[config.mk]
export PLATFORM = sky130hd
export DESIGN_NAME = sys_arr_row_sequencer
export DESIGN_NICKNAME = d
export VERILOG_FILES = /design/src/rtl/sys_arr_row_sequencer.sv
export SDC_FILE = /design/constraint.sdc
export NUM_CORES = 1
export LEC_CHECK = 0
export CELL_PAD_IN_SITES_DETAIL_PLACEMENT = 1
export CELL_PAD_IN_SITES_GLOBAL_PLACEMENT = 2
export CORE_UTILIZATION = 30
export CTS_BUF_LIST = sky130_fd_sc_hd__clkbuf_8 sky130_fd_sc_hd__clkbuf_16
export DETAILED_ROUTE_END_ITERATION = 10
export PLACE_DENSITY = 0.77
export SYNTH_ARGS = -nofsm -noshare
export SYNTH_HDL_FRONTEND = slang
export SYNTH_SLANG_ARGS = --single-unit
[constraint.sdc]
create_clock -name clk -period 5.8 [get_ports clk]
set_input_delay 1.16 -clock clk [delete_from_list [all_inputs] [get_ports clk]]
set_output_delay 1.16 -clock clk [all_outputs]
set_load 0.005 [all_outputs]
[src/rtl/sys_arr_row_sequencer.sv]
// Sequences weight/input/partial row loads into the systolic array and buffers its output rows.
// Define SA_SEQ_PERF_EN to add the stall_cycles / jobs_done performance counters.
module sys_arr_row_sequencer #(
    parameter int N         = 4,
    parameter int DW        = 16,
    parameter int ROW_GAP   = 1,
    parameter int OUT_DEPTH = 4
) (
    input  logic                 clk,
    input  logic                 RST,
    input  logic                 job_valid,
    input  logic                 job_has_weights,
    output logic                 job_ready,
    input  logic                 row_valid,
    input  logic [N*DW-1:0]      row_data,
    input  logic [N*DW-1:0]      row_partial,
    output logic                 row_ready,
    output logic                 job_done,
    output logic                 weight_en,
    output logic                 input_en,
    output logic                 partial_en,
    output logic [$clog2(N)-1:0] row_in_en,
    output logic [$clog2(N)-1:0] row_ps_en,
    output logic [N*DW-1:0]      array_in,
    output logic [N*DW-1:0]      array_in_partials,
    input  logic                 drained,
    input  logic                 fifo_has_space,
    input  logic                 out_en,
    input  logic [$clog2(N)-1:0] row_out,
    input  logic [N*DW-1:0]      array_output,
    output logic                 out_valid,
    input  logic                 out_ready,
    output logic [$clog2(N)-1:0] out_row,
    output logic [N*DW-1:0]      out_data,
    output logic                 out_overflow
`ifdef SA_SEQ_PERF_EN
    ,
    output logic [31:0]          stall_cycles,
    output logic [15:0]          jobs_done
`endif
);
    localparam int IW = $clog2(N);
    localparam int RW = N * DW;
    localparam int AW = $clog2(OUT_DEPTH);
    localparam logic [IW-1:0] LAST_ROW = IW'(N - 1);
    localparam logic [3:0]    GAP_INIT = 4'(ROW_GAP - 1);
    localparam logic [AW:0]   DEPTH_C  = (AW + 1)'(OUT_DEPTH);

    typedef enum logic [2:0] {
        S_IDLE, S_WAIT_DRAIN, S_LOAD_W, S_WAIT_SPACE, S_LOAD_IN, S_GAP
    } state_t;

    state_t          state_q, state_d;
    logic [IW-1:0]   row_q, row_d;
    logic [3:0]      gap_q, gap_d;
    logic            weight_en_q, weight_en_d;
    logic            input_en_q, input_en_d;
    logic            partial_en_q, partial_en_d;
    logic            job_done_q, job_done_d;
    logic [IW-1:0]   row_in_en_q, row_in_en_d;
    logic [IW-1:0]   row_ps_en_q, row_ps_en_d;
    logic [RW-1:0]   array_in_q, array_in_d;
    logic [RW-1:0]   array_in_partials_q, array_in_partials_d;

    logic [IW+RW-1:0] mem_q [OUT_DEPTH];
    logic [AW-1:0]    rd_q, rd_d, wr_q, wr_d;
    logic [AW:0]      cnt_q, cnt_d;
    logic             ovf_q, ovf_d;
    logic             empty, full, push, pop;

    always_comb begin
        state_d             = state_q;
        row_d               = row_q;
        gap_d               = gap_q;
        weight_en_d         = 1'b0;
        input_en_d          = 1'b0;
        partial_en_d        = 1'b0;
        job_done_d          = 1'b0;
        row_in_en_d         = '0;
        row_ps_en_d         = '0;
        array_in_d          = '0;
        array_in_partials_d = '0;
        // job_ready is masked while RST is high so every output reads 0 in reset
        job_ready           = (state_q == S_IDLE) && !RST;
        row_ready           = (state_q == S_LOAD_W) || (state_q == S_LOAD_IN);
        case (state_q)
            S_IDLE: begin
                if (job_valid) state_d = job_has_weights ? S_WAIT_DRAIN : S_WAIT_SPACE;
            end
            S_WAIT_DRAIN: begin
                if (drained) state_d = S_LOAD_W;
            end
            S_LOAD_W: begin
                if (row_valid) begin
                    weight_en_d = 1'b1;
                    row_in_en_d = row_q;
                    array_in_d  = row_data;
                    if (row_q == LAST_ROW) begin
                        row_d   = '0;
                        state_d = S_WAIT_SPACE;
                    end else begin
                        row_d = row_q + 1'b1;
                    end
                end
            end
            S_WAIT_SPACE: begin
                if (fifo_has_space) state_d = S_LOAD_IN;
            end
            S_LOAD_IN: begin
                if (row_valid) begin
                    input_en_d          = 1'b1;
                    partial_en_d        = 1'b1;
                    row_in_en_d         = row_q;
                    row_ps_en_d         = row_q;
                    array_in_d          = row_data;
                    array_in_partials_d = row_partial;
                    if (row_q == LAST_ROW) begin
                        row_d      = '0;
                        job_done_d = 1'b1;
                        state_d    = S_IDLE;
                    end else begin
                        row_d = row_q + 1'b1;
                        if (ROW_GAP != 0) begin
                            state_d = S_GAP;
                            gap_d   = GAP_INIT;
                        end
                    end
                end
            end
            S_GAP: begin
                if (gap_q == 4'd0) state_d = S_LOAD_IN;
                else               gap_d   = gap_q - 1'b1;
            end
            default: state_d = S_IDLE;
        endcase
    end

    // Output buffer: a push into a full buffer still lands when the head pops that same cycle
    assign empty = (cnt_q == '0);
    assign full  = (cnt_q == DEPTH_C);
    assign pop   = !empty && out_ready;
    assign push  = out_en && (!full || pop);

    always_comb begin
        rd_d  = pop  ? rd_q + 1'b1 : rd_q;
        wr_d  = push ? wr_q + 1'b1 : wr_q;
        ovf_d = ovf_q || (out_en && full && !pop);
        case ({push, pop})
            2'b10:   cnt_d = cnt_q + 1'b1;
            2'b01:   cnt_d = cnt_q - 1'b1;
            default: cnt_d = cnt_q;
        endcase
    end

    always_ff @(posedge clk or posedge RST) begin
        if (RST) begin
            state_q             <= S_IDLE;
            row_q               <= '0;
            gap_q               <= '0;
            weight_en_q         <= 1'b0;
            input_en_q          <= 1'b0;
            partial_en_q        <= 1'b0;
            job_done_q          <= 1'b0;
            row_in_en_q         <= '0;
            row_ps_en_q         <= '0;
            array_in_q          <= '0;
            array_in_partials_q <= '0;
            rd_q                <= '0;
            wr_q                <= '0;
            cnt_q               <= '0;
            ovf_q               <= 1'b0;
        end else begin
            state_q             <= state_d;
            row_q               <= row_d;
            gap_q               <= gap_d;
            weight_en_q         <= weight_en_d;
            input_en_q          <= input_en_d;
            partial_en_q        <= partial_en_d;
            job_done_q          <= job_done_d;
            row_in_en_q         <= row_in_en_d;
            row_ps_en_q         <= row_ps_en_d;
            array_in_q          <= array_in_d;
            array_in_partials_q <= array_in_partials_d;
            rd_q                <= rd_d;
            wr_q                <= wr_d;
            cnt_q               <= cnt_d;
            ovf_q               <= ovf_d;
        end
    end

    always_ff @(posedge clk) begin
        if (push) mem_q[wr_q] <= {row_out, array_output};
    end

    assign weight_en         = weight_en_q;
    assign input_en          = input_en_q;
    assign partial_en        = partial_en_q;
    assign job_done          = job_done_q;
    assign row_in_en         = row_in_en_q;
    assign row_ps_en         = row_ps_en_q;
    assign array_in          = array_in_q;
    assign array_in_partials = array_in_partials_q;
    assign out_valid         = !empty;
    assign out_overflow      = ovf_q;
    assign {out_row, out_data} = empty ? '0 : mem_q[rd_q];

`ifdef SA_SEQ_PERF_EN
    logic [31:0] stall_q, stall_d;
    logic [15:0] jobs_q, jobs_d;
    logic        stall_now;

    always_comb begin
        stall_now = (state_q == S_WAIT_DRAIN) || (state_q == S_WAIT_SPACE) ||
                    (((state_q == S_LOAD_W) || (state_q == S_LOAD_IN)) && !row_valid);
        stall_d   = (stall_now && (stall_q != '1)) ? stall_q + 1'b1 : stall_q;
        jobs_d    = (job_done_q && (jobs_q != '1)) ? jobs_q + 1'b1 : jobs_q;
    end

    always_ff @(posedge clk or posedge RST) begin
        if (RST) begin
            stall_q <= '0;
            jobs_q  <= '0;
        end else begin
            stall_q <= stall_d;
            jobs_q  <= jobs_d;
        end
    end

    assign stall_cycles = stall_q;
    assign jobs_done    = jobs_q;
`endif
endmodule

---- After elaboration in Yosys (flattened, before gate mapping) ----
Memories as Yosys holds them, arrays and structs flattened.
Cells that the tools add are included.
storage, ports and cells
  flip-flop bits (word level) ............. 152
  memory bits (writable) .................. 264
  bits of input ports ..................... 203
  output and inout port bits .............. 206
  logic and storage cells ................. 92
  memories ................................ 1
memory list
  memory  depth  width  read ports  clocked after memory_dff  write ports  RTL line  text
  mem_q   4      66     1           0                         1            65        logic [IW+RW-1:0] mem_q [OUT_DEPTH];
cells by class
  $add $sub $neg .......................... 6
  equal/unequal tests ..................... 18
  multiplexer cells ....................... 32
  reduce and logical (&&, ||, !) cells .... 21
operators with widths
  operator               number
  $mux W64               4
  $mux W66               1
  $mux W3                8
  $pmux W3 S6            1
  $ne A2 B2 Y1 const B   8
  $mux W4                3
  $mux W2                5
  $eq A3 B3 Y1 const B   3
  $mux W1                8
  $pmux W4 S2            1
  $reduce_and A7 Y1      1
  $add A2 B1 Y2 const B  3
  $eq A3 B2 Y1 const B   2
  $logic_not A3 Y1       2
  $pmux W3 S2            1
  $logic_and A1 B1 Y1    5
  $eq A2 B2 Y1 const B   2
  $logic_not A1 Y1       4
  $logic_not A4 Y1       1
  $reduce_and A4 Y1      1
  $reduce_bool A2 Y1     2
  $sub A4 B1 Y4 const B  1
  $add A3 B1 Y3 const B  1
  $eq A3 B1 Y1 const B   1
  other kinds (6)        8

---- Depth between registers and ports, before layout ----
Gate-level depths: netlist (run 1).
  depth after elaboration ................. 7
  mapped depth ............................ 8
  depth with buffers taken out ............ 6

---- Worst setup path after synthesis (run 1) ----
Ideal clock, no wire load.
  path kind ............................... input -> register
  from .................................... input out_ready
  to ...................................... memory mem_q[0][0] (netlist name), enable pin
  library setup time ...................... 0.431 ns
  arrival ................................. 3.358 ns
  data required time ...................... 5.369 ns
  path slack .............................. 2.011 ns
  cell stages on the path ................. 4
  buffers on the path ..................... 1
  cell sequence ........................... buf_2 > inv_1 > a31oi_1 > and2_1
on the way
  cells in the longest elaborated chain, start to end .. 5
ends and longest elaborated chain
  element                        RTL line  text
  start: declaration             32        input logic out_ready,
  $logic_and A1 B1 Y1            141       assign pop = !empty && out_ready;
  $logic_or A1 B1 Y1             142       assign push = out_en && (!full || pop);
  $logic_and A1 B1 Y1            142
  $mux W1                        192       if (push) mem_q[wr_q] <= {row_out, array_output};
  $mux W1 (implied by the code)  192
  end: declaration               65
Every way passes these cells.

---- Worst setup path after layout (run 1) ----
  from .................................... register rd_q[0]
  to ...................................... output out_data[16]
on the way
  cells in the longest elaborated chain, start to end .. 2
ends and longest elaborated chain
  element                   RTL line  text
  start: declaration        66        logic [AW-1:0] rd_q, rd_d, wr_q, wr_d;
  start signal: assignment  184       rd_q <= rd_d;
  $mem_v2 Z4 W66            -
  $mux W66                  205       assign {out_row, out_data} = empty ? '0 : mem_q[rd_q];
  end: declaration          34        output logic [N*DW-1:0] out_data,
Every way passes these cells.

==> results of run 1 <==
routing by layer:
layer | part of all wire | vias to the layer above | global-route usage
li1 | - | 3890 | -
met1 | 0.41 | 4434 | 0.1851
met2 | 0.49 | 317 | 0.2551
met3 | 0.082 | 51 | 0.05389
met4 | 0.021 | 0 | 0.04167
met5 | 0 | - | 0
cell type report:
cell class | instances | area share
antenna | 5 | 0.0005757
clock buffer | 50 | 0.05654
clock inverter | 34 | 0.01301
inverter | 14 | 0.002648
multi-input combinational | 358 | 0.1577
sequential | 416 | 0.5402
tap | 672 | 0.03869
timing repair buffer | 416 | 0.1907
logic make-up (layout without fill, tap and decap cells):
family | count (synthesis) | in the layout | share of synthesized area
flops | 416 | 416 | 0.7594
other cells | 0 | 5 | 0
buf+inv | 58 | 514 | 0.01976
xor+xnor | 6 | 6 | 0.003402
mux | 69 | 69 | 0.09841
fa+ha+maj | 7 | 7 | 0.006156
simple gates | 247 | 247 | 0.1001
compound gates | 29 | 29 | 0.01272
registers in the layout, summed over array words and instances (netlist names), 2 cells and up:
| name | cells |
|---|---|
| row_ps_en | 2 |
| mem_q | 264 |
| wr_q | 2 |
| state_q | 3 |
| cnt_q | 3 |
| gap_q | 4 |
| row_in_en | 2 |
| array_in_partials | 64 |
| array_in | 64 |
| rd_q | 2 |
| row_q | 2 |
how the worst max path moves through the flow:
stage,end,slack [ns],depth (start not counted)
floorplan,array_in[0],0.55,1
global placement,out_data[48],1.91,4
detailed placement,mem_q[2][13],1.80,4
CTS,out_data[44],1.23,4
global route,out_data[44],1.13,4
finish,out_data[16],1.40,4
metrics by stage:
stage | power [mW] | cells | util | cell area (sq um) | hold WS (ns)
floorplan | 5.677 | 832 | - | 15450 | 0.4602
global placement | 7.313 | 1876 | 0.4003 | 20210 | 0.4903
detailed placement | 7.400 | 1876 | 0.4003 | 20210 | 0.4642
CTS | 10.33 | 1960 | 0.4303 | 21720 | 0.4885
global route | 10.65 | 1961 | 0.4303 | 21720 | 0.5244
finish | 10.11 | 1965 | 0.4305 | 21730 | 0.4798
worst register-to-register path: stages (launching register included):
cell and delay (ns):
dfrtp_1 0.45, or3_2 0.49, nand3_1 0.18, fa_1 0.44, or3b_2 0.47, a32o_1 0.27, a21o_1 0.14
cell usage in the layout, fill, tap and decap left out, drive strengths merged, types with 3 or more instances in the layout:
| cell type | netlist | final |
|---|---|---|
| clkdlybuf4s50 | 0 | 408 |
| edfxtp | 264 | 264 |
| and2 | 204 | 204 |
| dfrtp | 152 | 152 |
| mux4 | 66 | 66 |
| clkbuf | 22 | 50 |
| inv | 14 | 28 |
| clkinv | 0 | 13 |
| buf | 22 | 8 |
| a21oi | 6 | 6 |
| ha | 6 | 6 |
| nor2 | 6 | 6 |
| diode | 0 | 5 |
| xnor2 | 5 | 5 |
| nand3 | 5 | 5 |
| nand2 | 5 | 5 |
| o21ai | 5 | 5 |
| nand2b | 4 | 4 |
| nor2b | 4 | 4 |
| nand3b | 4 | 4 |
| bufinv | 0 | 4 |
| mux2 | 3 | 3 |
| or3b | 3 | 3 |
| o22ai | 3 | 3 |
| a21o | 3 | 3 |
| clkinvlp | 0 | 3 |
power groups by stage:
stage / Sequential (mW) / Combinational (mW) / Clock, mW
after global placement: 4.22 / 3.09 / 0
after CTS: 4.21 / 3.15 / 2.97
after floorplan: 3.99 / 1.69 / 0
final: 4.18 / 3.06 / 2.87
after detailed placement: 4.26 / 3.14 / 0
after global routing: 4.26 / 3.32 / 3.07
==> results summary, run 1 <==
Traced cell by cell, the critical path runs through buf_4 -> mux4_2 -> and2_1 -> clkdlybuf4s50_1. The remaining number of nets flagged by the antenna check after routing came out at 0. The remaining global-route overflow is 0. The die covers 0.05240 sq mm. The most frequently used flop master after synthesis is edfxtp_1.

The proportion of synthesized chip area in sequential cells is 0.7594. Summing all flip-flop and latch instances after layout gives 0.01174 sq mm. At the end of routability-driven placement, the weighted congestion stood at 0.7586. The cts-stage hold buffer count came out at 0. The total number of vias is 8692. The kind of start point of the critical path is a flop. The run finished with clean final reports. The power spent charging and discharging nets came out at 2.758 mW.

The startpoint identified for the worst register-to-register timing path is cnt_q[0]. The largest voltage drop on the vdd net came out at 0.2127 mV. The total internal power came out at 7.347 mW. The synthesized design spends more area on one cell type than any other, namely edfxtp_1. In this run the worst hold path is classified as flop to flop. The startpoint of the lowest-slack hold path is out_overflow. The number of buffers between clock root and the deepest sink came out at 3. The final hold violation count came out at 0.

In this run the tightest slew margin relative to its limit is 0.1932. Summed over all cells, the static leakage comes to 8.116 nW. The final period demand of the worst path came out at 4.404 ns. The share of flip-flops with an asynchronous set or reset came out at 0.3654. Summed over all layers, the routed wires come to 39540 um. The total iterations of the first detailed-routing run came out at 6.

The post-synth design cell area came out at 0.01545 sq mm. The synthesized design contains 264 enable-type register cells. The slowest library cell on the worst path is dfrtp_4. Tracing the worst setup path back leads to its startpoint at rd_q[0]. The largest fanout of any net on the critical path is 44. The first routing iteration left 283 violations. The synthesized area per cell is 18.57 sq um.

Of the cells placed in the final design, the portion with a size suffix greater than 1 is 0.1219. The total number of clock tree sinks is 416. Max-cap violations in this run came to 0.

The worst setup path is captured at a primary output. The post-DP HPWL is 26460 um. The filler cells instantiated in the layout total 4993.

The worst register-to-register path ends at cnt_q[2]. The number of cells upsized or downsized after cts is 0. The insertion delay of the later-clocked pin in the worst-skew pair came out at 0.57 ns. The count of input and output buffers came out at 408. In the routed design, unresolved DRC markers number 0.

The data arrival time at the worst-slack endpoint is 3.24 ns. The slack of the worst reg-to-reg path came out at 3.24 ns. The clock tree from TritonCTS is yes. Counting cells, the worst reg-to-reg path comes to 6. The transition at the pin with the smallest max-transition slack is 1.207 ns. The required arrival time at the worst endpoint came out at 4.64 ns. In this run the power density over the cells is 465.0 mW/mm^2. The final routed wire length divided by cell count is 20.12 um. From synthesis to final layout, the design area changed by 40.69%.

The fraction of the cycle the final worst path needs is 0.7593. The die height came out at 228.9 um. The horizontal extent of the die came out at 228.9 um. Yosys instantiated no cell more often than edfxtp_1. The maximum number of pins on one net before global-route repair is 83. The buffer count from post-CTS setup fixing came out at 0. The relative contribution of the clock network to total power came out at 0.284.

The net count after synthesis is 1042. Clock-pin slew was measured on the worst setup and hold paths at 0.06 ns. The number of synthesized register bits is 416. The number of stages on the worst hold path is 1. The highest attainable clock frequency came out at 0.2271 GHz. The number of antenna violations at the first check in global routing is 4. The first-pass GRT wire length came out at 60080 um. The core outline area came out at 0.05048 sq mm. The worst setup path is of the flop to primary output kind. The terminating pin of the worst hold path is out_overflow.

The cell at the root of the clock tree is clkbuf_16. The total global-route track usage is 0.1521. The number of endpoints failing setup at the final stage is 0. In the post-synthesis netlist, the biggest area contributors are edfxtp_1 (51%), dfrtp_1 (25%), mux4_2 (9.6%), and2_1 (8.3%), clkbuf_1 (0.49%). The starting density of the core is 0.3060. The clock tree synthesis step divided the H-tree into 2 levels. In the final design database the tool counted 1462 nets. The share of synthesized area in the top cell type comes to 0.5132. The delay of the slowest cell on the worst path is 1.04 ns.

The clock tree skew after final layout came out at 0.01525 ns. The post-synthesis cell count is 832. The kind of cell with the highest combined delay along the critical path is flip-flops.

The count of synthesis-stage warnings from yosys came out at 0. Prior to clock tree synthesis, the placed netlist has a worst setup slack of 1.800 ns. Setup repair after global routing left no endpoint under its margin. Together, buffers and inverters on the worst path number 2. The number of placed I/O pins is 409.

The number of global-route vias before repair came out at 9848. The final setup TNS is 0 ns. The number of placement rows is 82. The number of buffers created by CTS came out at 46. Ranked by instance count, the synthesized netlist is headed by edfxtp_1 (264), and2_1 (204), dfrtp_1 (152). The synthesized netlist contains 48 unique library cells. The number of max-slew violations in the final report came to 0. The least setup slack across all paths after layout came out at 1.396 ns. The portion of total power attributed to combinational logic is 0.302. Of the total power, the share spent switching nets is 0.2729. The share of total power dissipated in sequential elements is 0.414. The detail-routed via count per cell is 4.423. In the final layout, the multi-input gates occupy 0.003427 sq mm.
Power figures use the tool's default switching activity.
==> inputs of run 2 (changes only) <==
Clock period 5.8 ns to 4.1 ns, I/O delays scaled along.
==> run 2 against run 1 <==
- register-to-register slack worse by 1.7 ns
- sequential power up 38%
- flip-flop and latch count unchanged
- via count up 0.43%
- utilization up 0.30 points
- power up 44%
- critical path type unchanged
==> results summary, run 2 (synthesis results as in run 1) <==
The sum of routed wire length over all layers is 40680 um (was 39540 um). The largest fanout of any net on the critical path is 24 (was 44). Status: complete, no violations (unchanged). The number of antenna violations at the first check in global routing is 7 (was 4). The number of fill cells in the layout is 5017 (was 4993).

The slack of the worst reg-to-reg path came out at 1.50 ns (was 3.24 ns). The worst min-delay path category is flop to flop (unchanged). The transition at the pin with the smallest max-transition slack was 0.6281 ns (was 1.207 ns).

RSZ-0062 raised after global routing: no (unchanged). The maximum number of pins on one net before global-route repair came out at 80 (was 83). The total global-route track usage is 0.1575 (was 0.1521). The number of placed I/O pins came out at 409 (unchanged). The largest voltage drop on the vdd net is 0.2695 mV (was 0.2127 mV).

The required arrival time at the worst endpoint is 3.28 ns (was 4.64 ns). The register ranked first by flip-flop count is mem_q (unchanged). The insertion delay of the later-clocked pin in the worst-skew pair came out at 0.57 ns (about the same). The number of max-cap violations came out at 0 (unchanged). The source of the worst register-to-register timing path is cnt_q[0] (unchanged). The buffer count from post-CTS setup fixing is 0 (unchanged). The most common cell after layout, fill and taps aside is clkdlybuf4s50_1 (unchanged). The terminating pin of the worst hold path is out_overflow (unchanged). The data arrival time at the worst-slack endpoint is 2.91 ns (was 3.24 ns). The static power due to leakage came out at 8.181 nW (was 8.116 nW). The nature of the critical path endpoint was a primary output (unchanged). The net count of the finished layout was 1467 (was 1462). The clock transition time at the flip-flop clock pins of the worst setup and hold paths came out at 0.06 ns (about the same).

The normalized max-slew margin is 0.5813 (was 0.1932). The clock tree from TritonCTS is yes (unchanged). The power consumption is 14.52 mW (was 10.11 mW). The final routed DRC violation total is 0 (unchanged). The remaining global-route overflow is 0 (unchanged).

The cts-stage hold buffer count is 0 (unchanged). The total number of vias came out at 8729 (was 8692). The family of cells with the greatest summed delay on the critical path is buffers and inverters (was flip-flops). The number of buffers and inverters on the critical path came to 2 (unchanged).

The first-pass GRT wire length was 61510 um (was 60080 um). The worst reg-to-reg path cell count is 6 (unchanged). The number of buffers between clock root and the deepest sink came out at 3 (unchanged). The core outline area came out at 0.05048 sq mm (unchanged).

The number of global-route vias before repair came out at 9706 (was 9848). The cell area power density came out at 663.5 mW/mm^2 (was 465.0 mW/mm^2). The capture instance of the worst register-to-register path is cnt_q[2] (unchanged). The final weighted congestion of routability-driven global placement came out at 0.7425 (was 0.7586). The critical path class is flop to primary output (unchanged). The full die area came out at 0.05240 sq mm (unchanged). The clock tree skew after final layout is 0.01460 ns (was 0.01525 ns). The number of flip-flops under the largest register name is 264 (unchanged). The cell at the root of the clock tree is clkbuf_16 (unchanged). The number of cells upsized or downsized after cts is 0 (unchanged). The number of max-slew violations in the final report is 0 (unchanged). The die height was 228.9 um (unchanged). The count of input and output buffers was 408 (unchanged). The final routed wire length divided by cell count came to 20.70 um (was 20.12 um).

Derived from the worst setup path, the maximum achievable clock frequency is 0.2681 GHz. The number of endpoints failing setup at the final stage is 0 (unchanged). The remaining number of nets flagged by the antenna check after routing is 0 (unchanged). The number of stages on the worst hold path is 1 (unchanged). The number of buffers created by CTS is 45 (was 46). The number of placement rows was 82 (unchanged). Most frequent cells in the layout: clkdlybuf4s50_1 (408), edfxtp_1 (264), and2_1 (200) (unchanged). The fraction of the cycle the final worst path needs is 0.9097. The total number of clock tree sinks came out at 416 (unchanged). The post-DP HPWL came to 28150 um (was 26460 um). The number of H-tree levels was 2 (unchanged). The startpoint of the lowest-slack hold path is out_overflow (unchanged). The final setup TNS came out at 0 ns (unchanged).

The total iterations of the first detailed-routing run came out at 4 (was 6). The layout-stage area growth over the synthesis result is 41.66% (was 40.69%). Sequence of cells on the critical path: buf_4 -> mux4_2 -> and2_1 -> clkdlybuf4s50_1 (unchanged). The detail-routed via count per cell came to 4.442 (was 4.423). The kind of start point of the critical path is a flop (unchanged). The delay of the slowest cell on the worst path was 0.76 ns (was 1.04 ns). The starting DRC count in detailed routing was 373 (was 283). The ratio of cells with drive above 1 in the final layout was 0.1309 (was 0.1219). The horizontal extent of the die is 228.9 um (unchanged).

The final period demand of the worst path is 3.730 ns. The slowest library cell on the worst path is dfrtp_4 (unchanged). The final hold violation count is 0 (unchanged). The starting density of the core is 0.3060 (unchanged).
-- run 2: cell types whose count changed in the layout (fill, tap and decap cells not counted), sizes merged --
cell      delta
buf          +6
inv          -6
diode        -3
bufinv       +2
clkinv       +2
clkinvlp     -1
-- run 2: worst max path at each step --
stage,from,slack (ns),to,cells after the start
2_1_floorplan,out_ready,0.65,mem_q[0][0],4
3_3_place_gp,out_ready,0.76,mem_q[3][43],5
3_5_place_dp,out_ready,0.72,mem_q[3][42],5
4_1_cts,rd_q[0],0.22,out_data[49],4
5_1_grt,rd_q[0],0.13,out_data[51],4
6_report,rd_q[0],0.37,out_data[53],4
-- run 2: cell type report --
type / instances / area (sq um) / share of cell area
antenna: 2 / 5.005 / 0.0002287
clock buffer: 50 / 1217 / 0.05564
clock inverter: 31 / 307.8 / 0.01407
inverter: 14 / 56.30 / 0.002573
multi-input combinational: 358 / 3427 / 0.1566
sequential: 416 / 11740 / 0.5365
tap: 672 / 840.8 / 0.03842
timing repair buffer: 422 / 4289 / 0.1960
-- run 2: through the flow --
step                      setup slack [ns]  area [sq um]    util  std cells  hold slack [ns]
after global routing                0.1343         21880  0.4334       1964           0.5544
final                               0.3701         21880  0.4335       1965           0.4954
after detailed placement            0.7238         20350  0.4032       1882           0.4968
after CTS                           0.2237         21880  0.4334       1963           0.5094
after global placement              0.7557         20350  0.4032       1882           0.4927
after floorplan                     0.6510         15450       -        832           0.4602
-- run 2: layer usage --
layer | global-route usage | part of all wire | vias to the layer above
met3 | 0.07036 | 0.10 | 62
li1 | - | - | 3886
met2 | 0.2579 | 0.48 | 331
met5 | 0 | 0.0018 | -
met4 | 0.03438 | 0.016 | 12
met1 | 0.1907 | 0.39 | 4438
-- run 2: worst reg2reg max path: stages (launching register included) --
cell	delay, ns
dfrtp_1	0.46
or3_2	0.54
nand3_1	0.17
fa_1	0.43
or3b_2	0.47
a32o_1	0.27
a21o_1	0.15
-- run 2: where the power goes --
part	total, mW	internal [mW]	switching, mW
clock network	4.14	2.51	1.63
registers	5.78	5.33	0.445
logic	4.60	2.72	1.88
total	14.5	10.6	3.96
==> inputs of run 3 (changes only) <==
Settings changed: CORE_MARGIN set to 2.
==> run 3 against run 2 <==
- clock power shrank 5.8%
- register-to-register slack gained 0.42 ns
- count of clock-buffer cells in the layout is the same
- critical path depth is the same
- utilization shrank 0.53 points
- setup slack lost 0.0036 ns
- first-iteration DRC count shrank 15%
- flip-flop and latch count is the same
- sequential power is essentially flat
- critical path type unchanged
- maximum frequency is essentially flat
- non-clock buffer count grew 6
- final cell count grew 0.61%
- critical endpoint is now out_data[5]
==> results summary, run 3 (synthesis results as in run 1) <==
RSZ-0062 raised after global routing: no (unchanged). The number of cells upsized or downsized after cts is 0 (unchanged). The number of flip-flops under the largest register name is 264 (unchanged). The full die area is 0.05332 sq mm (was 0.05240 sq mm). The power spent charging and discharging nets is 3.967 mW (was 3.960 mW).

The slowest library cell on the worst path is dfrtp_4 (unchanged). The number of endpoints failing setup at the final stage came out at 0 (unchanged). The worst min-delay path category is flop to flop (unchanged). The final routed wire length divided by cell count came out at 20.40 um (was 20.70 um). The switching portion of total power came to 0.2770 (was 0.2728). The number of antenna violations at the first check in global routing is 7 (unchanged). The cts-stage hold buffer count is 0 (unchanged).

The data arrival time at the worst-slack endpoint came out at 2.91 ns (about the same). The cell at the root of the clock tree is clkbuf_16 (unchanged). The total global-route track usage is 0.1512 (was 0.1575). Status: complete, no violations (unchanged).

The number of buffers created by CTS came to 47 (was 45). The layer with the highest usage after global routing is met2 (unchanged). The delay of the slowest cell on the worst path is 0.83 ns (was 0.76 ns). The number of buffers between clock root and the deepest sink was 3 (unchanged). The static power due to leakage came out at 8.178 nW (was 8.181 nW).

The fraction of the cycle the final worst path needs came out at 0.9106 (was 0.9097). The starting density of the core is 0.3023 (was 0.3060). The total number of clock tree sinks is 416 (unchanged). The number of fill cells in the layout came out at 5064 (was 5017). The total iterations of the first detailed-routing run came to 5 (was 4).

The clock transition time at the flip-flop clock pins of the worst setup and hold paths is 0.06 ns (about the same). The final routed DRC violation total is 0 (unchanged). The maximum number of pins on one net before global-route repair is 76 (was 80). The required arrival time at the worst endpoint is 3.28 ns (about the same).

The final weighted congestion of routability-driven global placement came out at 0.7424 (was 0.7425). The critical path class is flop to primary output (unchanged). The family of cells with the greatest summed delay on the critical path is flip-flops (was buffers and inverters).

The starting DRC count in detailed routing came out at 318 (was 373). The portion of total power attributed to combinational logic is 0.325 (was 0.317). The number of global-route vias before repair came out at 9619 (was 9706).

The clock tree skew after final layout is 0.01867 ns (was 0.01460 ns). The largest fanout of any net on the critical path came out at 29 (was 24). The total internal power came to 10.35 mW (was 10.56 mW). The final period demand of the worst path came out at 3.733 ns (was 3.730 ns). The horizontal extent of the die is 230.9 um (was 228.9 um). Sequence of cells on the critical path: buf_12 -> mux4_2 -> and2_1 -> clkdlybuf4s50_1 (was buf_4 -> mux4_2 -> and2_1 -> clkdlybuf4s50_1).

The kind of start point of the critical path was a flop (unchanged). The post-DP HPWL is 27680 um (was 28150 um). The insertion delay of the later-clocked pin in the worst-skew pair was 0.58 ns (was 0.57 ns). The largest voltage drop on the vdd net came out at 0.3457 mV (was 0.2695 mV). The number of max-cap violations came out at 0 (unchanged). The total number of vias is 8746 (was 8729). The power consumption is 14.32 mW (was 14.52 mW). The clock tree from TritonCTS is yes (unchanged). The sum of routed wire length over all layers is 40320 um (was 40680 um). The transition at the pin with the smallest max-transition slack was 0.7005 ns (was 0.6281 ns). The number of buffers and inverters on the critical path came out at 2 (unchanged). The final hold violation count is 0 (unchanged). The normalized max-slew margin came out at 0.5330 (was 0.5813). The number of H-tree levels came out at 2 (unchanged). The ratio of cells with drive above 1 in the final layout came out at 0.1250 (was 0.1309). The remaining number of nets flagged by the antenna check after routing came out at 0 (unchanged).

The area of all sequential standard cells is 0.01174 sq mm (unchanged). The die height was 230.9 um (was 228.9 um). The net count of the finished layout came out at 1475 (was 1467). The proportion of power drawn by flip-flops and latches came out at 0.402 (was 0.398). The met2 track demand over resource in global routing came out at 0.2480 (was 0.2579). The first-pass GRT wire length is 60540 um (was 61510 um). The met1 layer usage reported by global route is 0.1856 (was 0.1907). The layout-stage area growth over the synthesis result came out at 41.62% (was 41.66%). The remaining global-route overflow is 0 (unchanged). The nature of the critical path endpoint was a primary output (unchanged). Most frequent cells in the layout: clkdlybuf4s50_1 (408), edfxtp_1 (264), and2_1 (200) (unchanged). The register ranked first by flip-flop count is mem_q (unchanged). The highest attainable clock frequency is 0.2678 GHz (was 0.2681 GHz). The most common cell after layout, fill and taps aside is clkdlybuf4s50_1 (unchanged).

The cell area power density came out at 654.6 mW/mm^2 (was 663.5 mW/mm^2). The met3 routing resource usage after global routing came out at 0.06028 (was 0.07036). The buffer count from post-CTS setup fixing was 0 (unchanged). The area taken by multi-input logic gates is 0.003427 sq mm (unchanged). The number of placed I/O pins came out at 409 (unchanged). The final setup TNS came out at 0 ns (unchanged).

The core outline area is 0.05109 sq mm (was 0.05048 sq mm). The relative contribution of the clock network to total power was 0.272 (was 0.285). The detail-routed via count per cell came to 4.424 (was 4.442).

The number of max-slew violations in the final report was 0 (unchanged). The count of input and output buffers was 408 (unchanged). The number of placement rows is 83 (was 82).
[run 3: cell types whose count changed in the layout (fill, tap and decap cells not counted), sizes merged]
cell	change
buf	+6
bufinv	-4
clkinv	+1
clkinvlp	-1
diode	-1
inv	+3
[run 3: cell type report]
cell class / instances / share of cell area
diodes: 1 / 0.0001144
clock buffers: 50 / 0.05616
multi-input cells: 358 / 0.1566
flip-flops and latches: 416 / 0.5366
inverters: 14 / 0.002574
clock inverters: 30 / 0.008636
well taps: 680 / 0.03889
repair buffers: 428 / 0.2004
[run 3: power by group through the flow]
stage	clock (mW)	sequential [mW]	combinational, mW
after global routing	4.20	5.87	5.08
after global placement	0	5.82	4.74
after CTS	4.04	5.79	4.81
after detailed placement	0	5.86	4.79
after floorplan	0	5.65	2.39
final	3.90	5.76	4.66
[run 3: worst reg2reg max path: stages (launching register included)]
cell and delay [ns]:
dfrtp_1 0.45, or3_2 0.20, nand3_1 0.10, fa_1 0.43
or3b_2 0.47, a32o_1 0.27, a21o_1 0.14
[run 3: metal layers]
metal | part of all wire | wire [um]
met5 | 0.0019 | 78
met4 | 0.021 | 851
met3 | 0.086 | 3487
met2 | 0.48 | 19470
met1 | 0.41 | 16440
[run 3: worst paths after layout]
check	end	from	cells after the start	slack (ns)
setup / recovery	out_data[5]	rd_q[0]	4	0.37
min in group asynchronous	state_q[1]	RST	2	0.60
setup reg to reg	cnt_q[2]	cnt_q[0]	6	1.92
max in group asynchronous	rd_q[1]	RST	3	2.78
hold / removal	out_overflow	out_overflow	1	0.48
hold reg to reg	out_overflow	out_overflow	1	0.48
[run 3: per-stage QoR]
stage / instance area [sq um] / hold slack, ns / instances / worst slack [ns] / utilization
floorplan: 15450 / 0.4602 / 832 / 0.6510 / -
global placement: 20460 / 0.4666 / 1896 / 0.8635 / 0.4004
detailed placement: 20460 / 0.4713 / 1896 / 0.8392 / 0.4004
CTS: 21870 / 0.4874 / 1976 / 0.2544 / 0.4281
global route: 21870 / 0.5024 / 1976 / 0.1611 / 0.4281
finish: 21880 / 0.4791 / 1977 / 0.3665 / 0.4282
